===== config.mk =====
export PLATFORM = sky130hd
export DESIGN_NAME = shift_arbiter_flat
export DESIGN_NICKNAME = d
export VERILOG_FILES = /design/src/rtl/shift_arbiter_if.sv /design/src/rtl/shift_arbiter.sv /design/src/flat_wrapper.sv
export SDC_FILE = /design/constraint.sdc
export NUM_CORES = 1
export LEC_CHECK = 0
export ABC_AREA = 1
export CAP_MARGIN = 20
export CORE_MARGIN = 3
export CORE_UTILIZATION = 36
export DETAILED_ROUTE_END_ITERATION = 12
export PLACE_DENSITY = 0.87
export SYNTH_ARGS = -nofsm -noshare
export SYNTH_HDL_FRONTEND = slang
export SYNTH_SLANG_ARGS = --single-unit

===== constraint.sdc =====
create_clock -name clk -period 1.3 [get_ports clk]
set_input_delay 0.26 -clock clk [delete_from_list [all_inputs] [get_ports clk]]
set_output_delay 0.26 -clock clk [all_outputs]
set_load 0.01 [all_outputs]

===== src/rtl/shift_arbiter_if.sv =====
// Request, response and shifter-side signals of the shift arbiter, grouped so
// the arbiter and its environment connect through a single port.
interface shift_arbiter_if;
  logic [1:0]  req_valid;
  logic [1:0]  req_ready;
  logic [2:0]  req_op0;
  logic [2:0]  req_op1;
  logic [31:0] req_a0;
  logic [31:0] req_a1;
  logic [4:0]  req_amt0;
  logic [4:0]  req_amt1;
  logic [1:0]  resp_valid;
  logic [1:0]  resp_ready;
  logic [31:0] resp_data;
  logic [2:0]  sh_op;
  logic [31:0] sh_a;
  logic [4:0]  sh_amt;
  logic [31:0] sh_result;

  modport slave (
    input  req_valid, req_op0, req_op1, req_a0, req_a1, req_amt0, req_amt1,
    input  resp_ready, sh_result,
    output req_ready, resp_valid, resp_data, sh_op, sh_a, sh_amt
  );

  modport master (
    output req_valid, req_op0, req_op1, req_a0, req_a1, req_amt0, req_amt1,
    output resp_ready, sh_result,
    input  req_ready, resp_valid, resp_data, sh_op, sh_a, sh_amt
  );
endinterface


===== src/rtl/shift_arbiter.sv =====
// Round-robin arbiter sharing one combinational shifter between the execute
// stage (port 0) and the debug port (port 1), with a settle-time counter.
module shift_arbiter #(
  parameter int unsigned SH_LAT = 1
) (
  input  logic            clk,
  input  logic            rst,
  shift_arbiter_if.slave  bus,
  output logic            busy
);

  typedef enum logic [1:0] {IDLE, WAIT, RESP} state_t;

  localparam logic [3:0] CNT_INIT = 4'(SH_LAT - 1);

  state_t      state;
  state_t      state_nxt;
  logic        last_grant;
  logic        owner;
  logic        grant;
  logic        accept;
  logic        capture;
  logic [3:0]  cnt;

  // A lone requester always wins; on a tie the port not served last wins.
  always_comb begin
    grant = bus.req_valid[1];
    if (bus.req_valid == 2'b11) begin
      grant = ~last_grant;
    end
  end

  always_comb begin
    state_nxt      = state;
    bus.req_ready  = 2'b00;
    bus.resp_valid = 2'b00;
    accept         = 1'b0;
    capture        = 1'b0;
    busy           = (state != IDLE);
    case (state)
      IDLE: begin
        bus.req_ready = grant ? {bus.req_valid[1], 1'b0} : {1'b0, bus.req_valid[0]};
        accept        = |bus.req_ready;
        if (accept) begin
          state_nxt = WAIT;
        end
      end
      WAIT: begin
        if (cnt == 4'd0) begin
          capture   = 1'b1;
          state_nxt = RESP;
        end
      end
      RESP: begin
        bus.resp_valid = owner ? 2'b10 : 2'b01;
        if (bus.resp_ready[owner]) begin
          state_nxt = IDLE;
        end
      end
      default: state_nxt = IDLE;
    endcase
  end

  always_ff @(posedge clk or negedge rst) begin
    if (!rst) begin
      state <= IDLE;
    end else begin
      state <= state_nxt;
    end
  end

  // last_grant resets to 1 so port 0 takes the first tie after reset.
  always_ff @(posedge clk or negedge rst) begin
    if (!rst) begin
      bus.sh_op     <= 3'd0;
      bus.sh_a      <= 32'd0;
      bus.sh_amt    <= 5'd0;
      bus.resp_data <= 32'd0;
      last_grant    <= 1'b1;
      owner         <= 1'b0;
      cnt           <= 4'd0;
    end else if (accept) begin
      bus.sh_op  <= grant ? bus.req_op1  : bus.req_op0;
      bus.sh_a   <= grant ? bus.req_a1   : bus.req_a0;
      bus.sh_amt <= grant ? bus.req_amt1 : bus.req_amt0;
      last_grant <= grant;
      owner      <= grant;
      cnt        <= CNT_INIT;
    end else if (capture) begin
      bus.resp_data <= bus.sh_result;
    end else if (state == WAIT) begin
      cnt <= cnt - 4'd1;
    end
  end

endmodule


===== src/flat_wrapper.sv =====
// flat-port wrapper written by rule: the top's interface ports become plain ports
module shift_arbiter_flat 
#(
  parameter int unsigned SH_LAT = 1
)
  (clk, rst, busy, bus_req_valid, bus_req_op0, bus_req_op1, bus_req_a0, bus_req_a1, bus_req_amt0, bus_req_amt1, bus_resp_ready, bus_sh_result, bus_req_ready, bus_resp_valid, bus_resp_data, bus_sh_op, bus_sh_a, bus_sh_amt);
  shift_arbiter_if bus_i ();
  input  logic clk;
  input  logic rst;
  output logic busy;
  input wire logic [$bits(bus_i.req_valid)-1:0] bus_req_valid;
  input wire logic [$bits(bus_i.req_op0)-1:0] bus_req_op0;
  input wire logic [$bits(bus_i.req_op1)-1:0] bus_req_op1;
  input wire logic [$bits(bus_i.req_a0)-1:0] bus_req_a0;
  input wire logic [$bits(bus_i.req_a1)-1:0] bus_req_a1;
  input wire logic [$bits(bus_i.req_amt0)-1:0] bus_req_amt0;
  input wire logic [$bits(bus_i.req_amt1)-1:0] bus_req_amt1;
  input wire logic [$bits(bus_i.resp_ready)-1:0] bus_resp_ready;
  input wire logic [$bits(bus_i.sh_result)-1:0] bus_sh_result;
  output wire logic [$bits(bus_i.req_ready)-1:0] bus_req_ready;
  output wire logic [$bits(bus_i.resp_valid)-1:0] bus_resp_valid;
  output wire logic [$bits(bus_i.resp_data)-1:0] bus_resp_data;
  output wire logic [$bits(bus_i.sh_op)-1:0] bus_sh_op;
  output wire logic [$bits(bus_i.sh_a)-1:0] bus_sh_a;
  output wire logic [$bits(bus_i.sh_amt)-1:0] bus_sh_amt;
  assign bus_i.req_valid = bus_req_valid;
  assign bus_i.req_op0 = bus_req_op0;
  assign bus_i.req_op1 = bus_req_op1;
  assign bus_i.req_a0 = bus_req_a0;
  assign bus_i.req_a1 = bus_req_a1;
  assign bus_i.req_amt0 = bus_req_amt0;
  assign bus_i.req_amt1 = bus_req_amt1;
  assign bus_i.resp_ready = bus_resp_ready;
  assign bus_i.sh_result = bus_sh_result;
  assign bus_req_ready = bus_i.req_ready;
  assign bus_resp_valid = bus_i.resp_valid;
  assign bus_resp_data = bus_i.resp_data;
  assign bus_sh_op = bus_i.sh_op;
  assign bus_sh_a = bus_i.sh_a;
  assign bus_sh_amt = bus_i.sh_amt;
  shift_arbiter #(.SH_LAT(SH_LAT)) u_core (.clk(clk), .rst(rst), .bus(bus_i), .busy(busy));
endmodule

==> impl_metrics.env <==
export IMPL_status="finished, violations left"
export IMPL_violations="negative setup slack"
export IMPL_power_leakage_nw=3.66
export IMPL_antenna_found_initial=0
export IMPL_antennaDiodeCount=0
export IMPL_min_period_ns=1.56
export IMPL_postRouteAntennaNets=0
export IMPL_core_area_um2=10000
export IMPL_cp_end_kind="primary output"
export IMPL_syn_num_nets=573
export IMPL_grt_pass1_vias=4017
export IMPL_yosys_warnings=0
export IMPL_drtIter0Drc=187
export IMPL_drc=0
export IMPL_vias=4104
export IMPL_dieWidth_um=109
export IMPL_skew_ns=0.0155
export IMPL_dieArea_um2=11900
export IMPL_yosysUniqueCellTypes=23
export IMPL_cts_inserted_buffers=9
export IMPL_wl_met2_mm=7.75
export IMPL_netlist_instances=453
export IMPL_cp_max_fo=3
export IMPL_path_clk_slew_ns=0.09
export IMPL_setup_viol=83
export IMPL_muxShareOfSynthArea=0
export IMPL_drv_slew=0
export IMPL_final_cell_mix="nand2_1, clkdlybuf4s50_1, dfrtp_1, inv_1, clkdlybuf4s15_1"
export IMPL_drtPass1Iterations=6
export IMPL_synth_seq_cells=80
export IMPL_critPathKind="reg -> out"
export IMPL_wl_met1_mm=5.72
export IMPL_start_util=0.380
export IMPL_synth_fa_ha_area_frac=0.00656
export IMPL_r2r_slack_ns=-0.23
export IMPL_cts_tree="done"
export IMPL_worst_pin_slew_ns=0.296
export IMPL_yosys_area_share_simple=0.191
export IMPL_period_share=1.20
export IMPL_max_vdd_ir_drop_mv=1.11
export IMPL_hp_class="in -> async"
export IMPL_grt_max_degree=45
export IMPL_drv_cap=0
export IMPL_synth_top_family_by_area="simple AND/OR/NAND/NOR gates"
export IMPL_relSlewSlack=0.803
export IMPL_cts_path_max_buffers=2
export IMPL_cp_required_ns=1.04
export IMPL_htree_levels=3
export IMPL_synth_seq_area_share=0.525
export IMPL_rsz0062_at_grt="yes"
export IMPL_gp_congestion=0.755
export IMPL_io_pins=195
export IMPL_drive_above_1_share=0.295
export IMPL_whs_ns=0.362
export IMPL_cp_data_arrival_time_ns=1.30
export IMPL_layout_nets=824
export IMPL_cts_sinks=80
export IMPL_dp_hpwl_mm=8.00
export IMPL_pre_cts_ws_ns=-0.517
export IMPL_portBuffers=194
export IMPL_layout_commonest_cell="nand2_1"
export IMPL_grtUsageTotal=0.214
export IMPL_regArea_um2=2000
export IMPL_synth_xor_area_share=0
export IMPL_drt_total_wl_mm=15.3
export IMPL_avgSynthCellArea_um2=8.42
export IMPL_insertion_delay_ns=0.35
export IMPL_wl_per_cell_um=18.2
export IMPL_cts_root_buf="clkbuf_8"
export IMPL_powerDensity_nw_per_um2=2340
export IMPL_synth_compound_area_share=0.145
export IMPL_die_y_um=109
export IMPL_syn_cell_area_um2=3810
export IMPL_fin_ws_ns=-0.256
export IMPL_fillers=672
export IMPL_via_per_inst=4.87
export IMPL_dr_wl_met3_mm=1.30
export IMPL_area_growth_synth_to_final_pct=91.2
export IMPL_multi_input_area_um2=1730
export IMPL_grt_pass1_wl_mm=19.5
export IMPL_fmax_mhz=643
export IMPL_rows=36
export IMPL_hold_viol=0
export IMPL_start_kind="flip-flop"
export IMPL_highest_layer="met4"
export IMPL_gr_total_overflow=0
metrics by stage:
stage          cells  total power, mW  TNS [ns]  instance area [um2]   util
2_1_floorplan    453             7.87         0                 3810      -
3_3_place_gp     777             11.1    -14.18                 5960  0.593
3_5_place_dp     777             11.4    -15.69                 5960  0.593
4_1_cts          822             14.3    -10.67                 6620  0.659
5_1_grt          842             18.0    -16.31                 7290  0.726
6_report         842             17.0    -11.35                 7290  0.726
power breakdown:
group	leakage (nW)	internal (mW)	switching [mW]
Sequential	0.980	3.75	0.994
Combinational	2.59	5.47	5.02
Clock	0.0920	0.879	0.933
synth_stat cells (all sizes together):
cell	n	share of area
nand2	172	0.17
dfrtp	79	0.52
buf	22	0.048
o21ai	37	0.065
clkbuf	2	0.0020
ha	2	0.0066
or2	1	0.0016
nand3	5	0.0079
nand4	2	0.0033
dfstp	1	0.0069
a21oi	1	0.0013
inv	83	0.082
o211ai	40	0.079
nor2	6	0.0085
cell type report:
type                    instances  share of cell area
clock buffers                  10              0.0175
well taps                     133              0.0228
flip-flops and latches         80               0.275
inverters                      83              0.0438
clock inverters                 6             0.00824
multi-input cells             266               0.238
repair buffers                264               0.395
final timing paths:
| path | startpoint | end | cells past startpoint |
|---|---|---|---|
| min in group clk | bus_sh_result[29] | u_core.bus.resp_data[29] | 3 |
| worst min-delay path | rst | u_core.bus.sh_amt[3] | 2 |
| worst max register to register | u_core.last_grant | u_core.bus.sh_a[0] | 7 |
| worst max-delay path | u_core.state[0] | bus_resp_valid[1] | 5 |
| max in group asynchronous | rst | u_core.bus.sh_a[28] | 3 |
| worst min register to register | u_core.bus.sh_a[7] | u_core.bus.sh_a[7] | 2 |
critical path, stage by stage (launching register included):
cell and delay (ns):
dfrtp_1 0.42, buf_6 0.14, inv_2 0.05, nand2_2 0.07
nor2_2 0.11, buf_2 0.16
logic make-up (layout without fill, tap and decap cells):
kind of cell	after synthesis	count (layout)
compound gates	78	78
fa+ha+maj	2	2
buf+inv	107	363
flops	80	80
simple gates	186	186
timing repair:
| action | 4_1_cts | 5_1_grt |
|---|---|---|
| resized for setup | 165 | 178 |
| setup buffers | 19 | 17 |
| endpoints found under the setup margin | 122 | 127 |
| pin swaps | 18 | 6 |
| hold endpoints to repair | 17 | 0 |
| hold buffers | 1 | 0 |
| cloned | 11 | 7 |
state kept, by name, indices dropped and copies added, names as in the netlist:
name and count:
u_core.bus.sh_amt 5, u_core.bus.sh_a 32, u_core.bus.sh_op 3, u_core.owner 1, u_core.last_grant 1, u_core.cnt 4
u_core.state 2, u_core.bus.resp_data 32
layer usage:
metal  track usage  vias to the layer above
met3        0.0551                       37
met4        0.0748                        0
met2         0.375                      228
met1         0.253                     1933
li1              -                     1906
met5             0                        -
(Power assumes the default switching activity.)
